$ cat src/rtl/clk_enable_sched_if.sv
// Config request port for the clock-enable scheduler: one valid/ready request
// selects a channel and carries its new divisor and enable.
interface clk_enable_sched_if #(
  parameter int CHW = 2,
  parameter int W   = 8
);
  logic           cfg_valid;
  logic           cfg_ready;
  logic [CHW-1:0] cfg_ch;
  logic [W-1:0]   cfg_div;
  logic           cfg_en;

  modport master (output cfg_valid, cfg_ch, cfg_div, cfg_en, input  cfg_ready);
  modport slave  (input  cfg_valid, cfg_ch, cfg_div, cfg_en, output cfg_ready);
endinterface

$ cat src/rtl/clk_enable_sched.sv
// Programmable clock-enable scheduler: one fast clock, per-channel single-cycle
// ticks at runtime-programmable divide ratios, reconfigured only at channel wrap.

module clk_enable_sched_ch #(
  parameter int W           = 8,
  parameter int DEFAULT_DIV = 4
) (
  input  logic         initialclk,
  input  logic         reset,
  input  logic         staged,
  input  logic [W-1:0] new_div,
  input  logic         new_en,
  output logic         tick,
  output logic         phase,
  output logic         apply_ok
);
  logic [W-1:0] div, cnt;
  logic         en;

  assign tick     = en && (cnt == div - W'(1));
  // A staged config may only land at a wrap or on an idle channel.
  assign apply_ok = !en || tick;

  always_ff @(posedge initialclk or posedge reset) begin
    if (reset) begin
      div   <= W'(DEFAULT_DIV);
      en    <= 1'b1;
      cnt   <= '0;
      phase <= 1'b0;
    end else if (staged && apply_ok) begin
      div   <= new_div;
      en    <= new_en;
      cnt   <= '0;
      phase <= new_en ? (phase ^ tick) : 1'b0;
    end else if (!en) begin
      cnt   <= '0;
      phase <= 1'b0;
    end else if (tick) begin
      cnt   <= '0;
      phase <= ~phase;
    end else begin
      cnt   <= cnt + W'(1);
    end
  end
endmodule

module clk_enable_sched #(
  parameter int NUM_CH      = 4,
  parameter int CHW         = 2,
  parameter int W           = 8,
  parameter int DEFAULT_DIV = 4
) (
  input  logic              initialclk,
  input  logic              reset,
  clk_enable_sched_if.slave cfg,
  output logic [NUM_CH-1:0] tick,
  output logic [NUM_CH-1:0] phase,
  output logic [NUM_CH-1:0] pending
);
  typedef struct packed {
    logic [CHW-1:0] ch;
    logic [W-1:0]   div;
    logic           en;
  } cfg_req_t;

  localparam logic [CHW:0] NCH = (CHW+1)'(NUM_CH);

  cfg_req_t          req, stg;
  logic              stg_valid;
  logic              accept, in_range, applied;
  logic [NUM_CH-1:0] apply_ok;

  assign cfg.cfg_ready = !stg_valid;
  assign accept        = cfg.cfg_valid && !stg_valid;
  assign in_range      = {1'b0, cfg.cfg_ch} < NCH;
  assign applied       = |(pending & apply_ok);

  always_comb begin
    req     = '0;
    req.ch  = cfg.cfg_ch;
    // Divisor 0 is meaningless; treat it as divide-by-one.
    req.div = (cfg.cfg_div == '0) ? W'(1) : cfg.cfg_div;
    req.en  = cfg.cfg_en;
  end

  always_ff @(posedge initialclk or posedge reset) begin
    if (reset) begin
      stg_valid <= 1'b0;
      stg       <= '0;
    end else if (accept) begin
      // Out-of-range channels complete the handshake but are dropped.
      stg_valid <= in_range;
      if (in_range) stg <= req;
    end else if (applied) begin
      stg_valid <= 1'b0;
    end
  end

  for (genvar i = 0; i < NUM_CH; i++) begin : g_ch
    assign pending[i] = stg_valid && (stg.ch == CHW'(i));

    clk_enable_sched_ch #(.W(W), .DEFAULT_DIV(DEFAULT_DIV)) u_ch (
      .initialclk (initialclk),
      .reset      (reset),
      .staged     (pending[i]),
      .new_div    (stg.div),
      .new_en     (stg.en),
      .tick       (tick[i]),
      .phase      (phase[i]),
      .apply_ok   (apply_ok[i])
    );
  end
endmodule

$ cat src/flat_wrapper.sv
// flat-port wrapper written by rule: the top's interface ports become plain ports
module clk_enable_sched_flat 
#(
  parameter int NUM_CH      = 4,
  parameter int CHW         = 2,
  parameter int W           = 8,
  parameter int DEFAULT_DIV = 4
)
  (initialclk, reset, tick, phase, pending, cfg_cfg_valid, cfg_cfg_ch, cfg_cfg_div, cfg_cfg_en, cfg_cfg_ready);
  clk_enable_sched_if #(.CHW(CHW), .W(W)) cfg_i ();
  input  logic initialclk;
  input  logic reset;
  output logic [NUM_CH-1:0] tick;
  output logic [NUM_CH-1:0] phase;
  output logic [NUM_CH-1:0] pending;
  input wire logic [$bits(cfg_i.cfg_valid)-1:0] cfg_cfg_valid;
  input wire logic [$bits(cfg_i.cfg_ch)-1:0] cfg_cfg_ch;
  input wire logic [$bits(cfg_i.cfg_div)-1:0] cfg_cfg_div;
  input wire logic [$bits(cfg_i.cfg_en)-1:0] cfg_cfg_en;
  output wire logic [$bits(cfg_i.cfg_ready)-1:0] cfg_cfg_ready;
  assign cfg_i.cfg_valid = cfg_cfg_valid;
  assign cfg_i.cfg_ch = cfg_cfg_ch;
  assign cfg_i.cfg_div = cfg_cfg_div;
  assign cfg_i.cfg_en = cfg_cfg_en;
  assign cfg_cfg_ready = cfg_i.cfg_ready;
  clk_enable_sched #(.NUM_CH(NUM_CH), .CHW(CHW), .W(W), .DEFAULT_DIV(DEFAULT_DIV)) u_core (.initialclk(initialclk), .reset(reset), .cfg(cfg_i), .tick(tick), .phase(phase), .pending(pending));
endmodule
$ cat config.mk
export PLATFORM = sky130hd
export DESIGN_NAME = clk_enable_sched_flat
export DESIGN_NICKNAME = d
export VERILOG_FILES = /design/src/rtl/clk_enable_sched_if.sv /design/src/rtl/clk_enable_sched.sv /design/src/flat_wrapper.sv
export SDC_FILE = /design/constraint.sdc
export NUM_CORES = 1
export LEC_CHECK = 0
export ABC_AREA = 1
export CORE_ASPECT_RATIO = 1.4
export CORE_MARGIN = 2
export CORE_UTILIZATION = 55
export CTS_CLUSTER_DIAMETER = 80
export DETAILED_ROUTE_END_ITERATION = 10
export PLACE_DENSITY = 0.8
export SYNTH_ARGS = -nofsm -noshare
export SYNTH_HDL_FRONTEND = slang
export SYNTH_SLANG_ARGS = --single-unit
$ cat constraint.sdc
create_clock -name initialclk -period 6.6 [get_ports initialclk]
set_input_delay 0.99 -clock initialclk [delete_from_list [all_inputs] [get_ports initialclk]]
set_output_delay 0.99 -clock initialclk [all_outputs]
set_load 0.005 [all_outputs]
==> impl_metrics.toml, run 1 <==
[yosys]
ys_seq_area_frac = 0.4272
synth_area_leaders = "dfrtp_1 (38%), nand2_1 (12%), inv_1 (6.2%), nor2_1 (5.5%), dfstp_2 (4.3%)"
synth.avg_cell_area_um2 = 7.847
synth_flop_cell = "dfrtp_1"
synth_top_area_share = 0.3847
async_flop_share = 1.000
yosysTopAreaCell = "dfrtp_1"
netlist_area_um2 = 4943
synth_nets = 652
synth_cell_types = 38
synthCells = 630
ys_ff_latch = 84
synth_edf_count = 0
yosys_warnings = 0

[route]
drtIter0Drc = 251
firstDrtPassIters = 4
vias = 3971
wl_mm = 10.24
highest_layer = "met4"
wl_met1_mm = 4.255
dr_wl_met3_um = 351
drc = 0
avgViaCountPerCell = 5.253
wl_met2_mm = 5.346
routedWlPerCell_um = 13.54
ant_nets = 0

[worst_setup_path]
crit_top_cell = "nand2_1"
r2r_setup_slack_ns = 4.27
timing.rr.end = "u_core.stg_valid$_DFFE_PP0P_"
reg2reg_from = "u_core.g_ch[2].u_ch.div[0]$_DFFE_PP0P_"
crit_chain = "inv_1 > ha_1 > nand3_1 > o21bai_1 > nand2_1 > nand2_1 > nand2_1 > nor2_1 > nand2_1 > nor2_1 > clkdlybuf4s50_1"
end_kind = "output pin"
start_kind = "flop"
arrival_ns = 2.51
cp-startpoint = "u_core.g_ch[2].u_ch.div[0]$_DFFE_PP0P_"
slowest_stage = "clkdlybuf4s50_1"
max_stage_delay_ns = 0.50
reg2reg_depth = 13
cp_max_fo = 4
cp.required_ns = 5.61
path_class = "flop to output pin"

[timing]
rsz0062_at_grt = "no"
finalHoldViolations = 0
relSlewSlack = 0.3123
holdWs_ns = 0.4884
setup_ws_ns = 3.105
tightest_slew_ns = 1.032
final.min_clock_period_ns = 3.495
finClkSkew_ns = 0.007331
drv_slew = 0
setup_viol = 0
fin_setup_tns_ns = 0
fin_crit_sh = 0.5296
max_freq_ghz = 0.2861

[clock_network]
cts_tree = "built"
clock_path_buffers = 2
hold_buffers = 0
worstSkewPairLatency_ns = 0.34
post_cts_buffers = 0
cts_sinks = 84
cts_buffers = 9
clk_pin_slew_ns = 0.06
clock-root-buffer = "clkbuf_16"
cts_resized = 0
cts-htree-levels = 3

[layout]
drive_gt1_frac = 0.1275
final_cell_mix = "nand2_1 (160), inv_1 (80), dfrtp_1 (76)"
syn_to_final_growth_pct = 11.67
final_common_cell = "nand2_1"
num_antenna_cells = 0
fillers = 736
fin_cells = 756
fin_nets = 668

[placement]
post-place-cells = 740
gp_congestion = 0.9188
port_buffers = 26
post-place-ws_ns = 3.479
dpl.hpwl_mm = 7.296

[floorplan]
die_w_um = 84.13
io_pins = 27
die_y_um = 116.2
fp.coreArea_um2 = 8658
start_util = 0.5710
num_rows = 40
dieArea_um2 = 9773

[worst_hold_path]
hp-class = "flop to flop"
worstHoldEndpoint = "u_core.g_ch[1].u_ch.div[1]$_DFFE_PP0P_"
hp-start = "u_core.g_ch[1].u_ch.div[1]$_DFFE_PP0P_"
holdPathStages = 2

[power]
p_total_uw = 2333
ir_drop_mv = 0.3045
power_density_nw_per_um2 = 422.6
p_leak_uw = 0.002718

[job]
maxCapViolCount = 0

[global_route]
grtUsageTotal = 0.2283
grt_max_degree = 85
grt_pass1_wl_mm = 17.84
grt_overflow = 0
grt_pass1_vias = 4062
antenna_found_initial = 0

[outcome]
status = "completed"
## state kept, by name, indices dropped and copies added, names as in the netlist
name	cells
u_core.stg_valid	1
u_core.g_ch.u_ch.phase	4
u_core.stg	11
u_core.g_ch.u_ch.div	32
u_core.g_ch.u_ch.cnt	32
u_core.g_ch.u_ch.en	4
## layout make-up
| cell class | count | area (um^2) | area share |
|---|---|---|---|
| Clock buffer | 9 | 225.2 | 0.04080 |
| Clock inverter | 7 | 138.9 | 0.02516 |
| Sequential cell | 84 | 2112 | 0.3826 |
| Tap cell | 105 | 131.4 | 0.02380 |
| Inverter | 89 | 335.3 | 0.06074 |
| Timing Repair Buffer | 27 | 267.8 | 0.04850 |
| Multi-Input combinational cell | 435 | 2310 | 0.4184 |
## report_power, final
| part | leakage [uW] | total [uW] | switching, uW | internal, uW |
|---|---|---|---|---|
| Clock | 0.000179 | 615 | 208 | 407 |
| Combinational | 0.00149 | 904 | 562 | 342 |
| Sequential | 0.00105 | 814 | 148 | 666 |
| Total | 0.00272 | 2330 | 918 | 1410 |
## critical path, delay by kind of cell, from the launching register on
kind,cells,cell delay (ns)
AO/OA/AOI/OAI,1,0.24
buffers and inverters,2,0.65
flip-flops,1,0.42
adder cells (fa/ha/maj),1,0.21
AND/OR/NAND/NOR,7,0.65
## metrics by stage
step	area, um^2	utilization
finish	5520	0.6376
global route	5520	0.6376
CTS	5520	0.6376
detailed placement	5156	0.5955
global placement	5156	0.5955
floorplan	4943	-
## synth_stat cells (10+ instances only)
| library cell | n |
|---|---|
| a21oi_1 | 14 |
| xnor2_1 | 10 |
| inv_1 | 81 |
| o21ai_2 | 22 |
| buf_4 | 12 |
| o21ai_1 | 13 |
| nor3_1 | 14 |
| nor3b_1 | 11 |
| nand2_1 | 160 |
| o21ai_0 | 12 |
| xor2_1 | 20 |
| nor2_1 | 72 |
| dfrtp_1 | 76 |
| nand3_1 | 32 |
## how the worst max path moves through the flow
| stage | to | slack [ns] | cells past startpoint |
|---|---|---|---|
| after floorplan | u_core.g_ch[0].u_ch.cnt[0]$_DFF_PP0_ | 3.46 | 1 |
| after global placement | tick[0] | 3.65 | 12 |
| after detailed placement | tick[2] | 3.48 | 11 |
| after global routing | tick[2] | 2.95 | 11 |
| final | tick[2] | 3.10 | 11 |
| after CTS | tick[2] | 3.08 | 11 |
## layer usage
layer / up-vias / global-route usage
met5: - / 0
met4: 0 / 0.1086
met3: 26 / 0.04523
met2: 71 / 0.4132
met1: 1881 / 0.2590
li1: 1993 / -
## cell families after synthesis
logic type               Yosys count  synth area share
AND/OR/NAND/NOR                  329            0.3007
flip-flops                        84            0.4272
AO/OA/AOI/OAI                     67           0.08985
buffers and inverters            111            0.1055
XOR/XNOR                          31           0.05644
adder cells (fa/ha/maj)            8           0.02025
Note: power is estimated with default switching activity, not from simulation.
==> run 2, diff against run 1 <==
==> constraint.sdc (replaced) <==
create_clock -name initialclk -period 3.6 [get_ports initialclk]
set_input_delay 0.54 -clock initialclk [delete_from_list [all_inputs] [get_ports initialclk]]
set_output_delay 0.54 -clock initialclk [all_outputs]
set_load 0.005 [all_outputs]
==> run 2 against run 1 <==
  * Final cell count increased by 0.13%
  * Hold slack lost 0.0037 ns
  * Sequential power increased by 84%
  * Sequential share of layout area grew 0.26 points
  * Global-route usage is essentially flat
  * First-iteration DRC count is 1.6% lower
  * Cell area decreased by 0.68%
  * Die area unchanged
  * Power up 79%
  * Critical path depth grew 1
  * Critical path type unchanged
  * Critical endpoint is now tick[0]
  * Highest routed layer unchanged
==> impl_metrics.toml, run 2 (synthesized netlist as in run 1, its figures left out) <==
[route]
drc = 0
wl_mm = 10.33
routedWlPerCell_um = 13.64
ant_nets = 0
avgViaCountPerCell = 5.222
firstDrtPassIters = 5
drtIter0Drc = 247
vias = 3953

[timing]
rsz0062_at_grt = "no"
max_freq_ghz = 0.3432
finalHoldViolations = 0
fin_setup_tns_ns = 0
final.min_clock_period_ns = 2.914
finClkSkew_ns = 0.008928
setup_ws_ns = 0.6862
holdWs_ns = 0.4847
tightest_slew_ns = 0.7993
fin_crit_sh = 0.8094
relSlewSlack = 0.4630
drv_slew = 0
setup_viol = 0

[worst_setup_path]
cp_num_buf_inv = 3
cp_top_family = "simple AND/OR/NAND/NOR gates"
crit_top_cell = "nand2_1"
arrival_ns = 2.37
max_stage_delay_ns = 0.53
slowest_stage = "clkdlybuf4s50_1"
path_class = "flop to output pin"
end_kind = "output pin"
crit_chain = "inv_2 > ha_1 > inv_1 > nand2_1 > nand2_1 > nand2_1 > nand2_1 > nand2_1 > nor2_2 > nand3_2 > nor3b_1 > clkdlybuf4s50_1"
start_kind = "flop"
cp.required_ns = 3.06
cp_max_fo = 5

[layout]
num_antenna_cells = 0
reg_top3 = "u_core.g_ch.u_ch.cnt (32), u_core.g_ch.u_ch.div (32), u_core.stg (11)"
drive_gt1_frac = 0.1258
syn_to_final_growth_pct = 10.91
final_common_cell = "nand2_1"
fin_nets = 669
utilization = 0.6332
final_cell_mix = "nand2_1 (160), inv_1 (80), dfrtp_1 (76)"
fin_cells = 757

[clock_network]
clk_pin_slew_ns = 0.06
post_cts_buffers = 0
clock-root-buffer = "clkbuf_16"
clock_path_buffers = 2
cts_resized = 0
worstSkewPairLatency_ns = 0.34
cts_buffers = 9
hold_buffers = 0
cts_sinks = 84
cts_tree = "built"
cts-htree-levels = 3

[floorplan]
start_util = 0.5710
dieArea_um2 = 9773
num_rows = 40
die_y_um = 116.2
fp.coreArea_um2 = 8658
io_pins = 27
die_w_um = 84.13

[power]
ir_drop_mv = 0.4474
power_density_nw_per_um2 = 759.7
p_leak_uw = 0.002696

[global_route]
grt_pass1_vias = 3910
grt_overflow = 0
antenna_found_initial = 0
grtUsageTotal = 0.2284
grt_pass1_wl_mm = 17.73
grt_max_degree = 32

[outcome]
status = "completed"

[job]
maxCapViolCount = 0

[placement]
gp_congestion = 0.8723
port_buffers = 26
post-place-ws_ns = 1.036
post-place-cells = 741
dpl.hpwl_mm = 7.313

[worst_hold_path]
hp-class = "flop to flop"
run 2: cell count changes in the layout (fill, tap and decap cells not counted):
cell	delta
buf_4	+1
bufinv_16	-2
clkbuf_1	+2
clkbuf_8	+1
clkinv_2	-1
clkinv_4	-1
clkinvlp_4	+1
run 2: power by group:
part	switching (uW)	internal, uW
logic	1050	628
clock network	365	626
registers	274	1220
run 2: worst paths after layout:
kind,end,cells after the start,slack (ns),from
min in group asynchronous,u_core.g_ch[3].u_ch.phase$_DFFE_PP0P_,2,0.54,reset
worst min register to register,u_core.stg[3]$_DFFE_PP0P_,2,0.48,u_core.stg[3]$_DFFE_PP0P_
worst max-delay path,tick[0],12,0.69,u_core.g_ch[0].u_ch.div[0]$_DFFE_PP0P_
worst max register to register,u_core.stg_valid$_DFFE_PP0P_,11,1.31,u_core.g_ch[0].u_ch.div[0]$_DFFE_PP0P_
max in group asynchronous,u_core.g_ch[0].u_ch.div[2]$_DFFE_PP1P_,3,2.25,reset
worst min-delay path,u_core.stg[3]$_DFFE_PP0P_,2,0.48,u_core.stg[3]$_DFFE_PP0P_
run 2: layout make-up:
type / instances / area [um^2]
timing repair buffer: 28 / 275.3
tap: 105 / 131.4
clock inverter: 4 / 72.57
sequential: 84 / 2112
inverter: 89 / 335.3
fill: 738 / 3176
multi-input combinational: 435 / 2310
clock buffer: 12 / 246.5
run 2: metal layers:
metal,track usage,vias up,wire [um]
met5,0,-,0
met4,0.07957,0,150
met3,0.03887,12,351
met2,0.4011,76,5373
met1,0.2869,1860,4450
li1,-,2005,-
run 2: metrics by stage:
| stage | power [uW] | cell area, um^2 |
|---|---|---|
| 3_3_place_gp | 3049 | 5164 |
| 5_1_grt | 4492 | 5483 |
| 6_report | 4165 | 5483 |
| 3_5_place_dp | 3143 | 5164 |
| 2_1_floorplan | 2795 | 4943 |
| 4_1_cts | 4175 | 5483 |
run 2: tightest hold or removal path: cells and delay by family, from the launching register on:
kind / cells / cell delay [ns]
flops: 1 / 0.35
simple gates: 1 / 0.05
compound gates: 1 / 0.05
